===== src/rtl/future_pkg.sv =====
// FUTURE cipher shared constants, types and round primitives.
// Used by both the encryption datapath and the decryption core.
package future_pkg;

  localparam int NR = 10;

  typedef logic [0:63] block_t;
  typedef logic [3:0]  nib_t;

  typedef enum logic [1:0] {
    IDLE,
    ROUND,
    FINAL,
    DONE
  } state_e;

  localparam logic [0:15][3:0] SBOX = {
    4'hC, 4'h5, 4'h6, 4'hB, 4'h9, 4'h0, 4'hA, 4'hD,
    4'h3, 4'hE, 4'hF, 4'h8, 4'h4, 4'h7, 4'h1, 4'h2
  };

  localparam logic [0:15][3:0] INV_SBOX = {
    4'h5, 4'hE, 4'hF, 4'h8, 4'hC, 4'h1, 4'h2, 4'hD,
    4'hB, 4'h4, 4'h6, 4'h3, 4'h0, 4'h7, 4'h9, 4'hA
  };

  // Hadamard row with XOR-sum 1: the matrix is its own inverse
  localparam logic [0:3][3:0] INV_MC = {
    4'h1, 4'h4, 4'h9, 4'hD
  };

  localparam logic [0:10][0:63] RC = {
    64'h0000000000000000,
    64'h243F6A8885A308D3,
    64'h13198A2E03707344,
    64'hA4093822299F31D0,
    64'h082EFA98EC4E6C89,
    64'h452821E638D01377,
    64'hBE5466CF34E90C6C,
    64'hC0AC29B7C97C50DD,
    64'h3F84D5B5B5470917,
    64'h9216D5D98979FB1B,
    64'hD1310BA698DFB5AC
  };

  // GF(2^4) multiply modulo x^4 + x + 1
  function automatic nib_t gmul(nib_t a, nib_t b);
    logic [6:0] p;
    p = '0;
    for (int i = 0; i < 4; i++)
      if (b[i]) p = p ^ ({3'b000, a} << i);
    for (int i = 6; i >= 4; i--)
      if (p[i]) p = p ^ (7'h13 << (i - 4));
    return p[3:0];
  endfunction

  function automatic block_t mix_cols(block_t s);
    block_t o;
    nib_t   acc;
    o = '0;
    for (int c = 0; c < 4; c++) begin
      for (int i = 0; i < 4; i++) begin
        acc = '0;
        for (int j = 0; j < 4; j++)
          acc = acc ^ gmul(INV_MC[i ^ j], s[16*c+4*j +: 4]);
        o[16*c+4*i +: 4] = acc;
      end
    end
    return o;
  endfunction

  function automatic block_t inv_mix(block_t s);
    return mix_cols(s);
  endfunction

  function automatic block_t shift_rows(block_t s);
    block_t o;
    o = '0;
    for (int c = 0; c < 4; c++)
      for (int r = 0; r < 4; r++)
        o[16*c+4*r +: 4] = s[16*((c+r)%4)+4*r +: 4];
    return o;
  endfunction

  function automatic block_t inv_shift(block_t s);
    block_t o;
    o = '0;
    for (int c = 0; c < 4; c++)
      for (int r = 0; r < 4; r++)
        o[16*c+4*r +: 4] = s[16*((c-r+4)%4)+4*r +: 4];
    return o;
  endfunction

  function automatic block_t sub_nib(block_t s);
    block_t o;
    o = '0;
    for (int i = 0; i < 16; i++)
      o[4*i +: 4] = SBOX[s[4*i +: 4]];
    return o;
  endfunction

  function automatic block_t inv_sub(block_t s);
    block_t o;
    o = '0;
    for (int i = 0; i < 16; i++)
      o[4*i +: 4] = INV_SBOX[s[4*i +: 4]];
    return o;
  endfunction

  function automatic block_t rotl(block_t x, logic [5:0] n);
    return (x << n) | (x >> (7'd64 - {1'b0, n}));
  endfunction

  // Even rounds rotate K0, odd rounds K1, by 5 bits per key pair
  function automatic block_t round_key(
    block_t k0, block_t k1, logic [3:0] r
  );
    logic [5:0] n;
    n = {3'b000, r[3:1]} * 6'd5;
    return r[0] ? rotl(k1, n) : rotl(k0, n);
  endfunction

endpackage


===== src/rtl/future_inv_round.sv =====
// One combinational FUTURE inverse round:
// InvSB(InvSR(mc_en ? InvMC(s^rk^rc) : s^rk^rc)).
module future_inv_round
  import future_pkg::*;
(
  input  block_t s,
  input  block_t rk,
  input  block_t rc,
  input  logic   mc_en,
  output block_t y
);

  block_t x;
  block_t m;

  assign x = s ^ rk ^ rc;
  assign m = mc_en ? inv_mix(x) : x;
  assign y = inv_sub(inv_shift(m));

endmodule


===== src/rtl/future_dec_core.sv =====
// Iterative FUTURE decryption core, one inverse round per cycle,
// valid/ready handshakes on ciphertext input and plaintext output.
module future_dec_core #(
  parameter int NR = 10
) (
  input  logic         clk,
  input  logic         rst_n,
  input  logic         in_valid,
  output logic         in_ready,
  input  logic [0:63]  ct_in,
  input  logic [0:127] key_in,
  output logic         out_valid,
  input  logic         out_ready,
  output logic [0:63]  pt_out,
  output logic         busy
);

  import future_pkg::*;

  localparam logic [3:0] R_LAST = 4'(NR);

  state_e     state;
  block_t     s_q;
  block_t     k0_q;
  block_t     k1_q;
  logic [3:0] rnd;

  logic       idle;
  block_t     k0_src;
  block_t     k1_src;
  block_t     s_src;
  block_t     rk;
  block_t     rc;
  block_t     y;
  logic [3:0] r_idx;

  assign idle = (state == IDLE);

  // In IDLE the first step runs straight off the input bus
  always_comb begin
    k0_src = idle ? key_in[0:63]   : k0_q;
    k1_src = idle ? key_in[64:127] : k1_q;
    s_src  = idle ? ct_in : s_q;
    r_idx  = idle ? R_LAST : rnd;
    rk     = round_key(k0_src, k1_src, r_idx);
    rc     = RC[r_idx];
  end

  future_inv_round u_round (
    .s     (s_src),
    .rk    (rk),
    .rc    (rc),
    .mc_en (!idle),
    .y     (y)
  );

  always_ff @(posedge clk or negedge rst_n) begin
    if (!rst_n) begin
      state     <= IDLE;
      s_q       <= '0;
      k0_q      <= '0;
      k1_q      <= '0;
      rnd       <= '0;
      in_ready  <= 1'b1;
      out_valid <= 1'b0;
      busy      <= 1'b0;
      pt_out    <= '0;
    end else begin
      unique case (state)
        IDLE: begin
          if (in_valid) begin
            k0_q     <= key_in[0:63];
            k1_q     <= key_in[64:127];
            s_q      <= y;
            rnd      <= R_LAST - 4'd1;
            in_ready <= 1'b0;
            busy     <= 1'b1;
            state    <= ROUND;
          end
        end
        ROUND: begin
          s_q <= y;
          rnd <= rnd - 4'd1;
          if (rnd == 4'd1)
            state <= FINAL;
        end
        FINAL: begin
          pt_out    <= s_q ^ k0_q;
          out_valid <= 1'b1;
          busy      <= 1'b0;
          state     <= DONE;
        end
        DONE: begin
          if (out_ready) begin
            out_valid <= 1'b0;
            in_ready  <= 1'b1;
            state     <= IDLE;
          end
        end
        default: state <= IDLE;
      endcase
    end
  end

endmodule


===== config.mk =====
export PLATFORM = sky130hd
export DESIGN_NAME = future_dec_core
export DESIGN_NICKNAME = d
export VERILOG_FILES = /design/src/rtl/future_pkg.sv /design/src/rtl/future_inv_round.sv /design/src/rtl/future_dec_core.sv
export SDC_FILE = /design/constraint.sdc
export NUM_CORES = 2
export LEC_CHECK = 0
export BUFFER_PORTS_ARGS = -buffer_cell sky130_fd_sc_hd__buf_2
export CAP_MARGIN = 15
export CELL_PAD_IN_SITES_DETAIL_PLACEMENT = 1
export CELL_PAD_IN_SITES_GLOBAL_PLACEMENT = 2
export CORE_MARGIN = 5
export CORE_UTILIZATION = 40
export CTS_BUF_LIST = sky130_fd_sc_hd__clkbuf_8 sky130_fd_sc_hd__clkbuf_16
export CTS_CLUSTER_SIZE = 40
export DETAILED_ROUTE_END_ITERATION = 16
export PLACE_DENSITY = 0.81
export RECOVER_POWER = 100
export SLEW_MARGIN = 25
export SYNTH_ARGS = -nofsm -noshare
export SYNTH_HDL_FRONTEND = slang
export SYNTH_SLANG_ARGS = --single-unit

===== constraint.sdc =====
create_clock -name clk -period 8.8 [get_ports clk]
set_input_delay 1.76 -clock clk [delete_from_list [all_inputs] [get_ports clk]]
set_output_delay 1.76 -clock clk [all_outputs]
set_load 0.005 [all_outputs]

After elaboration in Yosys (flattened, before gate mapping)
Memory sizes are Yosys's and may differ from the RTL's.
Cells that the tools add are included.
{ "totals": {"ff_bits": 265, "rom_bits": 2048, "input_bits": 196, "output_inout_bits": 67, "wordCells": 1025, "mem_count": 17} }
{ "memory_table": {"columns": ["name", "depth", "width", "read_ports", "rd_ports_with_merged_regs", "wr", "line_no", "text"], "rows": [
  ["(no name shown)", 16, 64, 1, 0, 0, "future_dec_core.sv:46", "rc = RC[r_idx];"],
  ["(no name shown)", 16, 4, 1, 0, 0, "future_pkg.sv:106", "o[4*i +: 4] = INV_SBOX[s[4*i +: 4]];"],
  ["(no name shown)", 16, 4, 1, 0, 0, "future_pkg.sv:106", null],
  ["(no name shown)", 16, 4, 1, 0, 0, "future_pkg.sv:106", null],
  ["(no name shown)", 16, 4, 1, 0, 0, "future_pkg.sv:106", null],
  ["(no name shown)", 16, 4, 1, 0, 0, "future_pkg.sv:106", null],
  ["11 more memories", null, null, null, null, null, null, null]
]} }
{ "op_classes": {"addsub": 2, "mul": 1, "magnitude_cmp": 17, "eq_ne": 7, "shift": 4, "n_mux": 503, "bitwise_logic": 454, "n_reduce_logical": 11} }
{ "ops": {"columns": ["cell", "n"], "rows": [
  ["$mux W4", 162],
  ["$mux W64", 8],
  ["$not A2 Y2", 192],
  ["$mux W3", 96],
  ["$mux W6", 48],
  ["$mux W5", 48],
  ["$mux W7", 32],
  ["$xor A4 B4 Y4", 48],
  ["$xor A64 B64 Y64", 3],
  ["$mux W2", 83],
  ["$not A2 Y3", 48],
  ["$or A64 B64 Y64", 2],
  ["$pmux W64 S2", 1],
  ["$shl A64 B6 Y64", 2],
  ["$shr A64 B7 Y64", 2],
  ["$not A1 Y1 const A", 96],
  ["$not A1 Y2", 48],
  ["$ge A5 B5 Y1 const B", 17],
  ["$not A4 Y5", 17],
  ["$mux W1", 20],
  ["$pmux W2 S4", 1],
  ["$pmux W4 S2", 1],
  ["$reduce_and A2 Y1", 4],
  ["$reduce_bool A2 Y1", 4],
  ["other kinds (10)", 16]
]} }

Logic depth before layout (Yosys ltp)
{ "logic_depth": {"word_depth": 32, "ltp_mapped": 38, "depth_no_buf": 26} }

Hierarchy
A second synthesis with hierarchy kept.
{ "hier_totals": {"hier_cells": 4295, "hier_area_um2": 40077.2} }
{ "by_module_without_submodules": {"columns": ["mod", "instances", "cells_each", "area_each_um2", "seq_area_each_um2"], "rows": [
  ["future_dec_core", 1, 3579, 33281.9, 6632.6],
  ["future_inv_round", 1, 716, 6795.3, 0.0]
]} }

Least setup slack after synthesis
OpenSTA, ideal clock, no wires.
{ "synth_path": {"path_kind": "register to register", "from": "register state[0]", "to": "register s_q[15]", "setup_ns": 0.117, "arrival_time_ns": 7.641, "t_required_ns": 8.683, "setup_slack_ns": 1.042, "path_stages_with_launch": 34, "path_buffers": 12, "synth_period_minus_slack_ns": 7.758, "cell_sequence": "dfrtp_1 inv_1 ha_1 buf_4 or2_1 buf_6 inv_4 buf_6 buf_6 buf_6 buf_6 buf_6 buf_4 clkbuf_1 ha_1 buf_2 xnor2_4 buf_4 buf_4 mux2_2 mux4_2 mux2_2 or2_0 a32oi_2 xnor2_4 xor2_1 xnor3_1 mux2i_1 xor2_1 inv_1 ha_1 mux4_2 nor2_1 nor2_1"} }
{ "synth_via": {"elab_chain_cells": 27, "word_cells_on_any_way": 78, "classes_between": "1 x add/sub; 1 x mul; 2 x eq/ne; 4 x shift; 40 x mux; 25 x bitwise; 3 x reduce/logical; 2 x memory"} }
{ "synth_lines": {"columns": ["element", "line_no", "text"], "rows": [
  ["start: declaration", "future_dec_core.sv:22", "state_e state;"],
  ["start signal: assignment", "future_dec_core.sv:59", "state <= IDLE;"],
  ["start signal: assignment", "future_dec_core.sv:78", "state <= ROUND;"],
  ["start signal: assignment", "future_dec_core.sv:85", "state <= FINAL;"],
  ["$logic_not A2 Y1", "future_dec_core.sv:37, future_dec_core.sv:69", null],
  ["$mux W4", "future_dec_core.sv:44", "r_idx = idle ? R_LAST : rnd;"],
  ["$mul A3 B3 Y6", "future_pkg.sv:119", "n = {3'b000, r[3:1]} * 6'd5;"],
  ["$sub A7 B6 Y7", "future_pkg.sv:111", "return (x << n) | (x >> (7'd64 - {1'b0, n}));"],
  ["$shr A64 B7 Y64", "future_pkg.sv:111", null],
  ["$or A64 B64 Y64", "future_pkg.sv:111", null],
  ["$mux W64", "future_pkg.sv:120", "return r[0] ? rotl(k1, n) : rotl(k0, n);"],
  ["$xor A64 B64 Y64 (2 in a row)", "future_inv_round.sv:16", "assign x = s ^ rk ^ rc;"],
  ["(+7 left out)", null, null],
  ["$mux W2 or $mux W3 (tied branches)", "future_pkg.sv:53", "if (p[i]) p = p ^ (7'h13 << (i - 4));"],
  ["$xor A4 B4 Y4 (3 in a row)", "future_pkg.sv:65", "acc = acc ^ gmul(INV_MC[i ^ j], s[16*c+4*j +: 4]);"],
  ["$mux W64", "future_inv_round.sv:17", "assign m = mc_en ? inv_mix(x) : x;"],
  ["$not A4 Y5 (not written as such)", "future_pkg.sv:106", null],
  ["$mem_v2 Z16 W4", null, null],
  ["$mux W4 (not written as such) (2 in a row)", "future_pkg.sv:106", null],
  ["$mux W64", "future_dec_core.sv:71", "if (in_valid) begin"],
  ["$pmux W64 S2", "future_dec_core.sv:69", "unique case (state)"],
  ["end signal: assignment", "future_dec_core.sv:74", "s_q <= y;"],
  ["end signal: assignment", "future_dec_core.sv:82", "s_q <= y;"],
  ["end: declaration", "future_dec_core.sv:23", "block_t s_q;"]
]} }
Parallel ways exist; a longest one is shown, timed or not. The select of a mux whose other input is x is not followed.
A chain may end at the register's enable or synchronous reset.

Worst setup path in the final report
{ "layout_path": {"from": "register state[1]", "to": "register s_q[19]"} }
{ "layout_via": {"elab_chain_cells": 28, "word_cells_on_any_way": 78, "classes_between": "1 x add/sub; 1 x mul; 2 x eq/ne; 4 x shift; 40 x mux; 25 x bitwise; 3 x reduce/logical; 2 x memory"} }
{ "layout_lines": {"columns": ["element", "line_no"], "rows": [
  ["$logic_not A2 Y1", "future_dec_core.sv:37, future_dec_core.sv:69"],
  ["$mux W4", "future_dec_core.sv:44"],
  ["$mul A3 B3 Y6", "future_pkg.sv:119"],
  ["$sub A7 B6 Y7", "future_pkg.sv:111"],
  ["$shr A64 B7 Y64", "future_pkg.sv:111"],
  ["$or A64 B64 Y64", "future_pkg.sv:111"],
  ["$mux W64", "future_pkg.sv:120"],
  ["$xor A64 B64 Y64 (2 in a row)", "future_inv_round.sv:16"],
  ["(+8 left out)", null],
  ["$mux W3", "future_pkg.sv:53"],
  ["$xor A4 B4 Y4 (3 in a row)", "future_pkg.sv:65"],
  ["$mux W64", "future_inv_round.sv:17"],
  ["$not A4 Y5 (not written as such)", "future_pkg.sv:106"],
  ["$mem_v2 Z16 W4", null],
  ["$mux W4 (not written as such) (2 in a row)", "future_pkg.sv:106"],
  ["$mux W64", "future_dec_core.sv:71"],
  ["$pmux W64 S2", "future_dec_core.sv:69"]
]} }
Parallel ways exist; a longest one is shown, timed or not. The select of a mux whose other input is x is not followed.

==> flow_summary.rst <==
.. list-table::
   :header-rows: 1

   * - Metric
     - Value
   * - Cells after synthesis
     - 4767
   * - Top library cells by usage in the layout, fill and taps aside
     - nor2_1 (353), mux2i_1 (352), nand2_1 (309)
   * - Initial antenna violation count
     - 30
   * - Period minus WS final
     - 8.61 ns
   * - Final-report hold violation count
     - 0
   * - Overflow left after global routing
     - 0
   * - Chip Height
     - 331 um
   * - Ys async rst share
     - 100%
   * - Crit-path slowest cell
     - xnor2_4
   * - Clock latency at the later pin of the worst-skew pair
     - 0.67 ns
   * - Detailed Route WL
     - 278 mm
   * - GRT Total Usage
     - 48.9%
   * - Post-route clock period utilization
     - 97.8%
   * - Pin count of the biggest net entering global routing
     - 153
   * - Clock tree from TritonCTS
     - done
   * - Hold bufs inserted after CTS
     - 0
   * - Critical path required time
     - 9.31 ns
   * - Post-layout net count
     - 5227
   * - Floorplan core area
     - 102000 sq um
   * - #FFs+latches synth
     - 265
   * - Overall via count from detail_route
     - 46.4k
   * - Maximum clock path buffer count
     - 3
   * - Combined area of all synthesized cells
     - 41100 sq um
   * - Nets in the synthesized netlist
     - 5043
   * - CTS Root Cell
     - clkbuf_16
   * - Hold/Removal Path Class
     - register to register
   * - Final setup fails
     - 0
   * - Chip Width
     - 331 um
   * - Remaining max-slew budget at the tightest pin
     - -233%
   * - Worst clock skew
     - 0.0664 ns
   * - Vias in the first global route
     - 44.8k
   * - Final-layout setup total negative slack
     - 0 ns
   * - Number of max-slew violations in the final report
     - 492
   * - Number of gates given a new drive strength after cts
     - 0
   * - Setup fix buffers added after clock tree synthesis
     - 0
   * - Start point of the worst min-delay path
     - k1_q[63]
   * - Timing startpoint of the critical path
     - state[1]
   * - Most common flop cell mapped by yosys
     - dfrtp_1
   * - Maximum cell stage delay along the critical path
     - 0.91 ns
   * - Number of port buffers
     - 262
   * - Drt initial violations
     - 7033
   * - First-pass DRT Iterations
     - 7
   * - Status
     - complete, but fails checks
   * - Achievable Freq
     - 116 MHz
   * - Die footprint
     - 109000 sq um
   * - Average routed wire per standard cell
     - 43.7 um
   * - H-tree lvl count
     - 2
   * - Worst path buffer plus inverter count
     - 5
   * - Global placement routability congestion
     - 1.15
   * - Vias per cell
     - 7.30
   * - RSZ-0062 raised after global routing
     - false
   * - DRC violations left
     - 0
   * - Category of the worst setup path launch point
     - register
   * - Maximum net fanout on the critical path
     - 23
   * - Count of flip-flops with a built-in enable after synthesis
     - 0
   * - Critical path cell sequence
     - inv_1 > ha_1 > or2_4 > inv_6 > ha_1 > xnor2_4 > buf_12 > buf_12 > mux2_1 > mux4_2 > mux2i_1 > a211o_1 > o31a_1 > xnor2_1 > xnor2_1 > xnor2_1 > mux2_1 > xnor2_4 > ha_1 > inv_1 > o21ai_0 > a221oi_1 > o22ai_1
   * - Actual transition at the worst max-transition pin
     - 4.99 ns
   * - Capturing element type of the critical path
     - register
   * - Cell row count
     - 117
   * - Wire length of the first global-routing pass
     - 375 mm
   * - Origin of the critical flop-to-flop path
     - state[1]
   * - CP delay by family, top
     - XOR/XNOR gates
   * - TritonCTS buffer count
     - 36
   * - Setup Crit Path Kind
     - register to register
   * - Number of primary I/O pins
     - 263
   * - Cell count after placement
     - 6281
   * - Seq/Total Area, Yosys
     - 16.1%
   * - Max Cap Viol
     - 5
   * - Most frequent standard cell in the layout excluding fill and tap cells
     - nor2_1
   * - Yosys cell types
     - 124
   * - Layout overhead on the synthesized area
     - 11.1%
   * - Starting density of the core
     - 40.3%
   * - Violations in the final reports
     - max-capacitance violations, max-slew violations
   * - Hpwl dp
     - 223 mm
   * - DRT antenna net count
     - 0
   * - Arrival time worst endpoint
     - 9.12 ns
   * - Ratio of cells with drive above 1 in the final layout
     - 22.5%
   * - TritonCTS sink count
     - 265
   * - Non-filler instance count after layout
     - 6360
   * - YS warnings
     - 0
   * - Average cell area after synthesis
     - 8.63 sq um
   * - Clock-pin slew on the worst setup and hold paths
     - 0.06 ns
synthesized netlist by cell type, types with 107 or more instances:
master    instances  area (sq um)
nor3_1          123           616
buf_2           116           581
mux4_2          143          3220
o21ai_0         237          1190
xor2_1          107           937
o22ai_1         149           932
mux2_2          251          2830
dfrtp_1         264          6610
xnor2_1         225          1970
mux2i_1         355          3550
a21oi_1         229          1150
nor2_1          357          1340
nand2_1         311          1170
clkbuf_1        148           556
final cells by class:
cell class	count	area, sq um
antenna	13	32.5
clock inverter	24	309
tap	1368	1710
clock buffer	42	983
fill	12000	56300
inverter	86	333
sequential	265	6640
timing repair buffer	549	3680
multi-input combinational	4013	32000
path summary, 6_finish.rpt:
| path | end | cells after the start | slack, ns |
|---|---|---|---|
| max in group asynchronous | rnd[1] | 2 | 1.35 |
| min reg2reg | k1_q[63] | 1 | 0.52 |
| max reg2reg | s_q[19] | 23 | 0.19 |
| min | k1_q[63] | 1 | 0.52 |
| max | s_q[19] | 23 | 0.19 |
| min in group asynchronous | k0_q[24] | 1 | 2.87 |
metrics by stage:
step	util [%]	hold WS [ns]	worst slack (ns)	area (sq um)
2_1_floorplan	-	0.479	1.04	41100
3_3_place_gp	43.7	0.487	0.653	44600
3_5_place_dp	43.7	0.508	0.747	44600
4_1_cts	45.0	0.525	0.703	45900
5_1_grt	44.8	0.540	0.160	45700
6_report	44.8	0.525	0.194	45700
kinds of logic (layout without fill, tap and decap cells):
| logic type | Yosys count | count (layout) | share of synthesized area (%) |
|---|---|---|---|
| AOI/OAI and AO/OA | 1456 | 1456 | 24.8 |
| and+or+nand+nor | 1298 | 1298 | 15.5 |
| muxes | 774 | 774 | 24.1 |
| buffers and inverters | 489 | 701 | 6.53 |
| xor gates and xnor gates | 405 | 405 | 10.5 |
| DFF | 265 | 265 | 16.1 |
| adders and majority gates | 80 | 80 | 2.43 |
| other | 0 | 13 | 0 |
sequential cells by signal, summed over array words and instances, names as in the netlist:
signal	count
pt_out	64
s_q	64
k0_q	64
busy	1
state	2
k1_q	64
rnd	4
in_ready	1
out_valid	1
metal layers:
metal / share of wire, % / track usage [%] / wire length (um) / up-vias
met5: 0.053 / 0 / 146 / -
met3: 13 / 16.4 / 35800 / 842
met1: 39 / 64.0 / 108000 / 23600
met2: 40 / 68.3 / 110000 / 3396
met4: 8.6 / 32.6 / 23800 / 20
li1: - / - / - / 18600
Power is not shown: default switching activity piles up to over one toggle a cycle in this logic, so the estimate is an artifact.
